`src/rtl/instr_mem_responder.sv`:
```
// Instruction memory responder: a program-loadable word array answering PC fetches
// over a valid/ready request/response pair after a fixed number of wait cycles.
module instr_mem_responder #(
  parameter int unsigned DEPTH_WORDS = 64,
  parameter int unsigned WAIT_CYCLES = 1
) (
  input  logic                           clk,
  input  logic                           rst,
  input  logic                           req_valid,
  output logic                           req_ready,
  input  logic [31:0]                    req_addr,
  output logic                           rsp_valid,
  input  logic                           rsp_ready,
  output logic [31:0]                    rsp_instr,
  output logic                           rsp_err,
  input  logic                           load_we,
  input  logic [$clog2(DEPTH_WORDS)-1:0] load_addr,
  input  logic [31:0]                    load_data,
  output logic                           load_overrun
);

  localparam int unsigned AW     = $clog2(DEPTH_WORDS);
  localparam int unsigned CNT_W  = 4;
  localparam logic [31:0] NOP    = 32'h0000_0013;

  typedef enum logic [1:0] {IDLE, WAIT, RESP} state_t;

  state_t             state_q, state_d;
  logic [CNT_W-1:0]   cnt_q;
  logic [31:0]        addr_q;
  logic [31:0]        mem [DEPTH_WORDS];

  logic               accept_c;
  logic               rsp_load_c;
  logic [31:0]        fetch_addr_c;
  logic               fetch_err_c;
  logic [AW-1:0]      fetch_idx_c;

  // Load strobes steal the request slot so the memory port is never shared.
  assign req_ready = (state_q == IDLE) && !load_we;
  assign accept_c  = req_valid && req_ready;

  // With zero wait cycles RESP is entered straight from IDLE, so read the live address.
  assign fetch_addr_c = (state_q == IDLE) ? req_addr : addr_q;
  assign fetch_idx_c  = fetch_addr_c[AW+1:2];
  assign fetch_err_c  = (fetch_addr_c[1:0] != 2'b00) ||
                        (fetch_addr_c[31:2] >= 30'(DEPTH_WORDS));

  // Next-state logic.
  always_comb begin
    state_d = state_q;
    case (state_q)
      IDLE: if (accept_c) state_d = (WAIT_CYCLES > 0) ? WAIT : RESP;
      WAIT: if (cnt_q <= CNT_W'(1)) state_d = RESP;
      RESP: if (rsp_ready) state_d = IDLE;
      default: state_d = IDLE;
    endcase
  end

  assign rsp_load_c = (state_d == RESP) && (state_q != RESP);

  // State, counter and registered response/status outputs.
  always_ff @(posedge clk or negedge rst) begin
    if (!rst) begin
      state_q      <= IDLE;
      cnt_q        <= '0;
      addr_q       <= '0;
      rsp_valid    <= 1'b0;
      rsp_instr    <= '0;
      rsp_err      <= 1'b0;
      load_overrun <= 1'b0;
    end else begin
      state_q   <= state_d;
      rsp_valid <= (state_d == RESP);
      if (accept_c) begin
        addr_q <= req_addr;
        cnt_q  <= CNT_W'(WAIT_CYCLES);
      end else if (state_q == WAIT && cnt_q != '0) begin
        cnt_q <= cnt_q - CNT_W'(1);
      end
      if (rsp_load_c) begin
        rsp_err   <= fetch_err_c;
        rsp_instr <= fetch_err_c ? NOP : mem[fetch_idx_c];
      end
      if (load_we && state_q != IDLE) load_overrun <= 1'b1;
    end
  end

  // Program store: no reset, writes only while idle.
  always_ff @(posedge clk) begin
    if (load_we && state_q == IDLE) mem[load_addr] <= load_data;
  end

endmodule

```
`config.mk`:
```
export PLATFORM = sky130hd
export DESIGN_NAME = instr_mem_responder
export DESIGN_NICKNAME = d
export VERILOG_FILES = /design/src/rtl/instr_mem_responder.sv
export SDC_FILE = /design/constraint.sdc
export NUM_CORES = 2
export LEC_CHECK = 0
export CORE_ASPECT_RATIO = 0.5
export CORE_MARGIN = 2
export CORE_UTILIZATION = 46
export DETAILED_ROUTE_END_ITERATION = 16
export HOLD_SLACK_MARGIN = 0.02
export MAX_ROUTING_LAYER = met4
export SYNTH_ARGS = -nofsm -noshare
export SYNTH_HDL_FRONTEND = slang
export SYNTH_SLANG_ARGS = --single-unit
```
`constraint.sdc`:
```
create_clock -name clk -period 2.95 [get_ports clk]
set_input_delay 0.295 -clock clk [delete_from_list [all_inputs] [get_ports clk]]
set_output_delay 0.295 -clock clk [all_outputs]
set_load 0.02 [all_outputs]
```
After elaboration in Yosys (flattened, before gate mapping)
Memory sizes are Yosys's and may differ from the RTL's.
Index checks and enable logic that the tools add are counted.
{"block": "word_totals", "ramBits": 2048, "reg_bits": 73, "elab_cells": 38, "input_bits": 75, "mem_count": 1}
{"block": "op_classes", "reduce_logical": 13, "n_eq_ne": 4, "order_cmp": 2, "muxes": 10, "addsub": 1}
{"memory": "mem", "depth": 64, "width": 32, "rd": 1, "rd_ports_with_merged_regs": 0, "write_ports": 1, "line": "31", "rtl": "logic [31:0] mem [DEPTH_WORDS];"}
{"op": "32-bit 2-to-1 mux", "n": 2}
{"op": "30-bit by 7-bit >= comparator with 1-bit output (second input constant)", "n": 1}
{"op": "4-bit 2-to-1 mux", "n": 2}
{"op": "1-bit logical AND", "n": 6}
{"op": "2-bit 2-to-1 mux", "n": 3}
{"op": "2-bit one-hot mux with 3 select lines", "n": 1}
{"op": "2-bit nonzero test", "n": 3}
{"op": "2-bit == test (second input constant)", "n": 2}
{"op": "4-bit by 1-bit <= comparator with 1-bit output (second input constant)", "n": 1}
{"op": "4-bit nonzero test", "n": 1}
{"op": "4-bit by 1-bit subtractor with 4-bit output (second input constant)", "n": 1}
{"op": "2-bit by 1-bit == test with 1-bit output (second input constant)", "n": 1}
{"op": "2-bit zero test", "n": 1}
{"op": "1-bit 2-to-1 mux", "n": 2}
{"op": "2-bit != test (second input constant)", "n": 1}
{"op": "1-bit zero test", "n": 1}
{"op": "1-bit logical OR", "n": 1}

Logic depth before layout (Yosys ltp)
{"block": "logic_depth", "word_depth": 7, "depth_mapped": 14}

Worst setup path after synthesis
Ideal clock, no wire load.
{"block": "synth_path", "path_type": "register -> register", "startpoint": "register state_q[0]", "endpoint": "memory mem[57][0] (enable)", "required_ns": 2.529, "n_path_buf": 2, "setup_time_ns": 0.421, "synth_period_minus_slack_ns": 3.195, "t_arrival_ns": 2.774, "stages_incl_launch_ff": 7, "path_slack_ns": -0.245, "path_cell_list": "dfrtp_1 > buf_6 > or2_1 > buf_2 > nor2_1 > nand3_1 > nor2_1"}
{"block": "synth_between", "elab_chain_len": 4}
{"element": "start: declaration", "line": "28", "rtl": "state_t state_q, state_d;"}
{"element": "start signal: assignment", "line": "73", "rtl": "state_q <= state_d;"}
{"element": "2-bit zero test", "line": "91", "rtl": "if (load_we && state_q == IDLE) mem[load_addr] <= load_data;"}
{"element": "1-bit logical AND", "line": "91"}
{"element": "1-bit 2-to-1 mux", "line": "91"}
{"element": "1-bit 2-to-1 mux (not written as such)", "line": "91"}
{"element": "end: declaration", "line": "31"}
Every way passes these cells.

Worst setup path after layout
{"block": "layout_path", "startpoint": "register state_q[1]", "endpoint": "register rsp_instr[6]"}
{"block": "layout_between", "elab_chain_len": 7, "word_cells_on_any_way": 18, "classes_between": "order compare: 1; eq/ne: 4; mux: 6; reduce/logical: 6; memory: 1"}
{"element": "parallel branches: the longest is 7 deep, another holds 30-bit by 7-bit >= comparator with 1-bit output"}
{"element": "end signal: assignment", "line": "83", "rtl": "rsp_instr <= fetch_err_c ? NOP : mem[fetch_idx_c];"}
{"element": "end: declaration", "line": "14", "rtl": "output logic [31:0] rsp_instr,"}
Parallel ways; which one is timed is not known.
A chain may end at the register's enable or synchronous reset.

==> results by group <==
Run status
  – Status: finished clean

Yosys
  – Unique masters post-synth: 65
  – Main flop type after synthesis: edfxtp_1
  – Ys Warns: 0
  – FF+latch count, synth: 2,121
  – Post-synthesis cell area: 83,600 sq um
  – Avg Inst Size Synth: around 14 sq um
  – Area contributors post-synth: edfxtp_1, nand2_1, nand3_1
  – Async set-reset flop share out of synthesis: 0.0344
  – Area share of the largest cell type after synthesis: 0.736
  – Syn_nets: 5,892
  – Number of synthesized flops with an enable pin: ~2,000
  – Register area share after synthesis: 0.758
  – Cell accounting for the most synthesized area: edfxtp_1
  – Syn Inst Count: 5,814

Global routing
  – Vias in the first global route: roughly 52,000
  – Tot GR Track Use: 0.286
  – Largest net degree at the start of global routing: 65
  – Initial antenna violation count: 15
  – First-pass GRT wire length: 369 mm
  – Global route total overflow: 0

Clock network
  – H-tree levels: 4
  – CTS Buf Count: between 150 and 200
  – CTS tree: done
  – Bufs on Longest Clock Path: 4
  – Clock-pin slew on the worst setup and hold paths: about 0.060 ns
  – Clock Latency Late Sink: approximately 0.85 ns
  – CTS Sinks: 2,121
  – Clock Tree Root: clkbuf_16

Floorplan
  – Full die area: 185,000 sq um
  – Starting Density: 0.464
  – I/O pin count: between 100 and 150
  – Core ar.: 180,000 sq um
  – DIE HEIGHT: ~310 microns
  – Row cnt: between 100 and 150
  – Die X-Extent: a little over 600 microns

Drt
  – Residual DRC count: 0
  – Post-DRT Antenna Nets: 0
  – Metal1 wirelength: 107 mm
  – DR iter-0 viols: 7,914
  – Drt wl/cell: between 20 and 30 microns
  – First-pass DRT Iterations: 6
  – Met3 routed WL: between 30 and 40 mm
  – Met2 routed WL: 114 mm
  – DR top layer: met4
  – Post-Route WL: 263 mm
  – Vias/cell: just over 6
  – Routed via count: 54,632

STA
  – RSZ-0062 raised after global routing: true
  – Max Fclk: 341 MHz
  – Headroom to the max-slew limit: 0.119
  – Max-slew violation count: 0
  – Final min period: just under 3 ns
  – Final Cycle Share: 0.993
  – Setup ws final: 0.0205 ns
  – Worst-margin pin slew: 1.32 ns
  – Final Hold Viols: 0
  – # setup viols final: 0
  – Clk_skew: approximately 0.061 ns

Critical path
  – Slowest cell on the critical path: dfrtp_2
  – Cell family with most CP delay: compound AO/OA/AOI/OAI gates
  – Worst path max stage delay: roughly 0.46 ns
  – Stages on worst setup path: 11
  – Crit path buf inv count: 4
  – Setup CP Type: flop to flop
  – Startpoint types: flop
  – CP cell instances: or2_4, or3_4, o31ai_4, buf_12, buf_4, buf_12, buf_4, a32o_1, nor3_1, o31a_1, a32o_1
  – Maximum fanout along the worst path: 17
  – Critical path endpoint category: flop
  – R2r worst-path depth: 11
  – Data arrival, critical path: 3.64 ns
  – Critical path data required time: about 3.7 ns

Place
  – IO Port Bufs: 110
  – Hpwl dp: 157 mm
  – Placed Instances: 8,507
  – Pre-CTS setup slack: -0.969 ns
  – RD Place Congestion: 0.888

Finish
  – Area Growth Syn to Fin: 20.1%
  – Nets: between 6,000 and 7,000
  – Layout cells sized above 1: 0.182
  – Fin cells: 8,929
  – Most common cell after layout, fill and taps aside: edfxtp_1
  – Commonest cells after routing, fill and taps aside: edfxtp_1, nand2_1, nand3_1, buf_4, mux2i_1

Hold path
  – Hold crit path type: primary input to flop
  – Hold Path Depth: 1

Pwr
  – P_leak: 34.4 nW
  – PD cells: about 1000 nW/um^2
  – Peak supply drop: 638 uV

Flow run
  – Max Cap Viol: 0
## power by group
group	leakage, nW	internal, W	switching, W
Sequential	19.3	0.0335	0.000350
Clock	2.98	0.0136	0.0110
Combinational	12.1	0.0174	0.0280
Total	34.4	0.0645	0.0393
## area by class of cell
| type | count | area (sq um) |
|---|---|---|
| Fill cell | 14010 | 79800 |
| Timing Repair Buffer | 736 | 8340 |
| Inverter | 4 | 15.0 |
| Clock buffer | 253 | 5260 |
| Clock inverter | 95 | 796 |
| Antenna cell | 5 | 12.5 |
| Multi-Input combinational cell | 3307 | 19600 |
| Tap cell | 2408 | 3010 |
| Sequential cell | 2121 | 63300 |
## final timing paths
kind | from | endpoint | slack [ns]
min reg2reg | load_overrun | load_overrun | 0.46
min | load_data[30] | mem[57][30] | 0.07
max | state_q[1] | rsp_instr[6] | 0.02
max reg2reg | state_q[1] | rsp_instr[6] | 0.02
max in group asynchronous | rst | state_q[0] | 1.92
min in group asynchronous | rst | load_overrun | 0.18
## logic make-up (layout without fill, tap and decap cells)
logic type	after synthesis	count (layout)	synth area share
muxes	274	274	0.0357
xor gates and xnor gates	3	3	0.000314
adders and majority gates	3	3	0.000449
buffers and inverters	386	1088	0.0252
other	0	5	0
DFF	2121	2121	0.758
and+or+nand+nor	2311	2311	0.119
AOI/OAI and AO/OA	716	716	0.0620
## state kept, by name, summed over array words and instances (netlist names)
register      cells
load_overrun      1
rsp_err           1
cnt_q             4
state_q           2
rsp_instr        32
rsp_valid         1
mem            2048
addr_q           32
## per-layer routing
| metal | GRT usage | vias to the layer above |
|---|---|---|
| met3 | 0.0945 | 405 |
| met4 | 0.0642 | 0 |
| li1 | - | 23148 |
| met2 | 0.405 | 3317 |
| met1 | 0.402 | 27762 |
| met5 | - | - |
## stage by stage
step                      power [W]  hold slack [ns]  TNS [ns]   util  instance area (sq um)
after detailed placement     0.0748            0.448    -14.36  0.512                  92200
after CTS                    0.0998           0.0308         0  0.548                  98800
after global placement       0.0745            0.441    -13.67  0.512                  92200
after floorplan              0.0561        -0.000591   -236.96      -                  83600
after global routing          0.108           0.0631    -0.286  0.557                 100000
final                         0.104           0.0711         0  0.557                 100000
## Yosys cell counts, drive strengths merged, types with 8 or more instances
library cell	n
and2	8
mux2i	226
a211oi	62
a22oi	14
o31a	19
nor2	106
a221oi	49
nor3	55
nand4	44
a31oi	170
o2111ai	46
a311oi	11
and3	127
o22ai	12
nor4	14
o21ai	71
edfxtp	2048
a21oi	102
buf	266
mux2	32
o221ai	15
nand3	457
a32o	57
mux4	16
clkbuf	116
a32oi	59
dfrtp	73
nand2	1479
## repair_timing
| action | 4_1_cts | 5_1_grt |
|---|---|---|
| hold buffers | 18 | 0 |
| setup buffers | 8 | 31 |
| gates cloned | 0 | 17 |
| gates resized for setup | 53 | 180 |
| setup endpoints to repair | 27 | 32 |
| pin swaps | 4 | 50 |
| hold endpoints to repair | 402 | 0 |
Power figures use the tool's default switching activity.
